<file path="src/rtl/sata_err_reg.sv">
// Per-port SATA error-injection request register: eight independent four-phase
// request/acknowledge handshakes toward the PHY-side error injector.
module sata_err_reg (
    input  logic       sys_clk,
    input  logic       sys_rst,
    input  logic       phyclk,
    input  logic       err_we,
    input  logic [7:0] err_wdata,
    input  logic [7:0] err_ack,
    output logic [7:0] err_req,
    output logic [7:0] err_sts
);

    typedef enum logic [1:0] {
        ST_IDLE         = 2'd0,
        ST_REQ          = 2'd1,
        ST_WAIT_ACK_LOW = 2'd2
    } hs_state_e;

    logic [7:0] ack_s1_q;
    logic [7:0] ack_s2_q;
    logic [7:0] req_q;
    logic [7:0] req_d;

    // phyclk only exists for interface compatibility; nothing is clocked by it.
    logic unused_phyclk;
    assign unused_phyclk = phyclk;

    always_ff @(posedge sys_clk or posedge sys_rst) begin
        if (sys_rst) begin
            ack_s1_q <= 8'h00;
            ack_s2_q <= 8'h00;
            req_q    <= 8'h00;
        end else begin
            ack_s1_q <= err_ack;
            ack_s2_q <= ack_s1_q;
            req_q    <= req_d;
        end
    end

    generate
        for (genvar gi = 0; gi < 8; gi++) begin : g_bit
            hs_state_e state;
            logic      req_bit_d;

            // The handshake phase is fully implied by req and the synchronized
            // ack, so it is decoded rather than stored; a bit becomes writable
            // in the very cycle its status drops.
            always_comb begin
                state     = ST_IDLE;
                req_bit_d = 1'b0;
                if (req_q[gi]) begin
                    state = ST_REQ;
                end else if (ack_s2_q[gi]) begin
                    state = ST_WAIT_ACK_LOW;
                end
                case (state)
                    ST_IDLE:         req_bit_d = err_we & err_wdata[gi];
                    ST_REQ:          req_bit_d = ~ack_s2_q[gi];
                    ST_WAIT_ACK_LOW: req_bit_d = 1'b0;
                    default:         req_bit_d = 1'b0;
                endcase
            end

            assign req_d[gi] = req_bit_d;
        end
    endgenerate

    assign err_req = req_q;
    assign err_sts = req_q | ack_s2_q;

endmodule

</file>
<file path="config.mk">
export PLATFORM = sky130hd
export DESIGN_NAME = sata_err_reg
export DESIGN_NICKNAME = d
export VERILOG_FILES = /design/src/rtl/sata_err_reg.sv
export SDC_FILE = /design/constraint.sdc
export NUM_CORES = 1
export LEC_CHECK = 0
export CORE_MARGIN = 2
export CORE_UTILIZATION = 34
export DETAILED_ROUTE_END_ITERATION = 7
export PLACE_DENSITY = 0.73
export SLEW_MARGIN = 10
export SYNTH_ARGS = -nofsm -noshare
export SYNTH_HDL_FRONTEND = slang
export SYNTH_SLANG_ARGS = --single-unit
</file>
<file path="constraint.sdc">
create_clock -name sys_clk -period 0.94 [get_ports sys_clk]
set_clock_uncertainty 0.05 [all_clocks]
set_input_delay 0.282 -clock sys_clk [delete_from_list [all_inputs] [get_ports sys_clk]]
set_output_delay 0.282 -clock sys_clk [all_outputs]
set_load 0.02 [all_outputs]
</file>
# Word level (Yosys, flattened, before mapping)
# Index checks and enable logic that the tools add are counted.
# word_totals
output_inout_bits	16
regBits	24
input_bits	20
# op_classes
n_eq_ne	8
bitwise_logic	17
reduce_logical	8
n_mux	24
# ops
operator	count
$mux 2	16
$eq 2x1->1 const B	8
$logic_not 2->1	8
$pmux 1 s2	8
$and 1x1->1	8
$not 1->1	8
$or 8x8->8	1

# Depth between registers and ports, before layout
# logic_depth
depth_word	4
ltp_mapped	3
depth_no_buf	2

# Least setup slack after synthesis
# Ideal clock, no wire load.
# synth_path
kind	flip-flop to output port
startpoint	reg req_q[0], in the netlist err_req[0]
endpoint	out err_sts[0]
stages_incl_launch_ff	2
slack_ps	-205
arrival_ps	813
required_time_ps	608
path_cell_list	dfrtp_1 > or2_2
# synth_via
elab_chain_cells	1
# synth_rtl
element	line	source
start, declared	22	logic [7:0] req_q;
start signal, assigned	37	req_q <= req_d;
$or 8x8->8	70	assign err_sts = req_q | ack_s2_q;
end, declared	11	output logic [7:0] err_sts
# Every way passes these cells.

# Final worst setup path
# Same ends and word-level chain as after synthesis.

==> results.sh <==
export IMPL_dpl_cell_count=118
export IMPL_maxCapViolations=0
export IMPL_dieArea_um2=2564
export IMPL_cts_root_buffer="clkbuf_4"
export IMPL_grt_overflow_total=0
export IMPL_yosysSeqAreaShare_pct=81.22
export IMPL_synth_distinct_cells=7
export IMPL_clockBufferDepth=2
export IMPL_placed_cell_area_um2=1205
export IMPL_synth_top_family_by_area="simple AND/OR/NAND/NOR gates"
export IMPL_maxSlewViolCount=0
export IMPL_area_growth_pct=81.39
export IMPL_fmax_mhz=697.9
export IMPL_finalWorstSetupSlack_ns=-0.4930
export IMPL_post_route_min_period_ns=1.433
export IMPL_timing_critical_path_buf_inv=1
export IMPL_grt_max_degree=25
export IMPL_place_congestion=0.7192
export IMPL_drc=0
export IMPL_worstSetupPathType="register to output pin"
export IMPL_clk_pin_slew_ns=0.13
export IMPL_critPathLaunch="err_req[0]"
export IMPL_cts_tree="built"
export IMPL_worst_slew_pin_slew_ns=0.1323
export IMPL_outcome="finished, violations left"
export IMPL_yosys_area_share_simple_pct=10.83
export IMPL_slowest_stage="dfrtp_2"
export IMPL_peakVddDrop_v=0.0009414
export IMPL_final_cells=128
export IMPL_wl_per_cell_um=12.36
export IMPL_synth_area_per_cell_um2=14.79
export IMPL_fillerInstances=148
export IMPL_synthMuxAreaShare_pct=0
export IMPL_cts_sinks=24
export IMPL_critical_path_max_stage_delay_ns=0.43
export IMPL_dr_total_vias=556
export IMPL_slew_headroom_pct=91.18
export IMPL_post_route_period_util_pct=152.4
export IMPL_path_cells="or2_4 > buf_6"
export IMPL_drive_gt1_share_pct=54.46
export IMPL_hold_path_class="input port to asynchronous set/reset pin"
export IMPL_syn_nets=70
export IMPL_core_area_um2=2002
export IMPL_crit_path_end="err_sts[0]"
export IMPL_fin_area_um2=1341
export IMPL_antenna_found_initial=0
export IMPL_cts_made_buffers=3
export IMPL_drtAntennaViolNets=0
export IMPL_insertion_delay_ns=0.31
export IMPL_synth_warnings=0
export IMPL_nNetsFinal=122
export IMPL_crit_family="flip-flops"
export IMPL_gr_usage_all_layers_pct=13.59
export IMPL_rows=16
export IMPL_ioPinCount=36
export IMPL_powerDensity_nw_per_um2=1554
export IMPL_synth_adder_area_share_pct=0
export IMPL_totalWireLength_mm=1.582
export IMPL_ff2ff_setup_slack_ns=-0.01
export IMPL_layout_common_cells="buf_6 (22), clkdlybuf4s50_1 (18), dfrtp_1 (16)"
export IMPL_synth_xor_area_share_pct=0
export IMPL_port_buffers=34
export IMPL_worst_r2r_endpoint="err_req[1]"
export IMPL_rsz0062_at_grt="yes"
export IMPL_crit_required_ns=0.61
export IMPL_vias_per_cell=4.344
export IMPL_synth_compound_area_share_pct=5.922
export IMPL_final_common_cell="buf_6"
export IMPL_antenna_cells=0
export IMPL_initialDrtViolationCount=1
export IMPL_violations="setup timing"
export IMPL_worstSetupPathDepth=2
export IMPL_synth_area_um2=739.5
export IMPL_critPathLaunchType="register"
export IMPL_grt_pass1_wl_mm=2.470
export IMPL_dp_hpwl_mm=1.133
export IMPL_netlist_instances=50
export IMPL_cp_data_arrival_time_ns=1.10
export IMPL_die_h_um=50.64
export IMPL_ff2ff_path_depth=4
export IMPL_ctsHoldBuffers=0
export IMPL_ys_ff_latch=24
export IMPL_crit_path_max_fanout=2
export IMPL_grt_pass1_vias=578
export IMPL_start_util_pct=36.94
export IMPL_die_w_um=50.64
export IMPL_r2r_start="err_req[1]"
export IMPL_cp_end_kind="output pin"
export IMPL_firstDrtPassIters=2
export IMPL_setup_viol_count_final=18
export IMPL_h_tree_depth=1
export IMPL_leakagePower_nw=0.6134
export IMPL_final_hold_violation_count=0
==> worst min-delay path by stage <==
stage               cells past startpoint     endpoint  slack [ns]
floorplan                               1  ack_s1_q[0]        0.25
global placement                        0  ack_s2_q[7]        0.28
detailed placement                      0  ack_s2_q[6]        0.29
CTS                                     3  ack_s2_q[0]        0.22
global route                            3   err_req[0]        0.25
finish                                  3  ack_s2_q[0]        0.22
==> metal layers <==
layer / GRT usage [%] / vias up / part of all wire [%]
met4: 8.108 / 0 / 2.3
li1: - / 260 / -
met5: 0 / - / 0
met1: 12.33 / 272 / 32
met2: 26.75 / 20 / 60
met3: 2.976 / 4 / 5.2
==> power breakdown <==
group / switching, mW / total, mW / internal, mW / leakage [nW]
Combinational: 0.170 / 0.434 / 0.264 / 0.312
Sequential: 0.0283 / 1.12 / 1.09 / 0.280
Clock: 0.292 / 0.529 / 0.237 / 0.0210
Total: 0.491 / 2.08 / 1.59 / 0.613
==> cell usage after synthesis <==
| cell | instances | area (um^2) |
|---|---|---|
| dfrtp_1 | 24 | 600.6 |
| nor2_1 | 8 | 30.03 |
| or2_2 | 8 | 50.05 |
| a21oi_1 | 7 | 35.03 |
| a21oi_2 | 1 | 8.760 |
| buf_6 | 1 | 11.26 |
| inv_1 | 1 | 3.750 |
==> area by class of cell <==
type | instances | area, um^2 | area share [%]
clock buffer | 4 | 36.28 | 2.705
sequential | 24 | 610.6 | 45.52
timing repair buffer | 48 | 498.0 | 37.13
multi-input combinational | 24 | 158.9 | 11.85
tap | 27 | 33.78 | 2.519
inverter | 1 | 3.754 | 0.2798
==> registers in the layout (all words and copies together) (netlist names) <==
name      flops
ack_s1_q      8
ack_s2_q      8
err_req       8
==> cells by family (layout without fill, tap and decap cells) <==
kind of cell / Yosys count / count (layout)
compound gates: 8 / 8
flops: 24 / 24
simple gates: 16 / 16
buf+inv: 2 / 53
==> repair_timing <==
item	in CTS	in global routing
hold endpoints to repair	0	0
resized for setup	98	7
setup buffers	2	4
pin swaps	0	2
endpoints found under the setup margin	16	18
==> worst register-to-register path: stages (launching register included) <==
cell and delay [ns]:
dfrtp_2 0.42, buf_4 0.13, buf_6 0.11, a21oi_2 0.09, nor2_1 0.06
==> per-stage QoR <==
stage / utilization (%) / hold WS (ns) / worst slack (ns) / TNS [ns] / power [mW]
6_report: 67.00 / 0.2218 / -0.4930 / -6.897 / 2.085
5_1_grt: 67.00 / 0.2491 / -0.5361 / -7.739 / 2.183
4_1_cts: 64.19 / 0.2156 / -0.5051 / -7.031 / 2.085
3_5_place_dp: 60.19 / 0.2858 / -0.5448 / -9.713 / 1.515
3_3_place_gp: 60.19 / 0.2832 / -0.5301 / -9.411 / 1.502
2_1_floorplan: - / 0.2461 / -0.1021 / -0.7731 / 1.290
(Power assumes the default switching activity.)
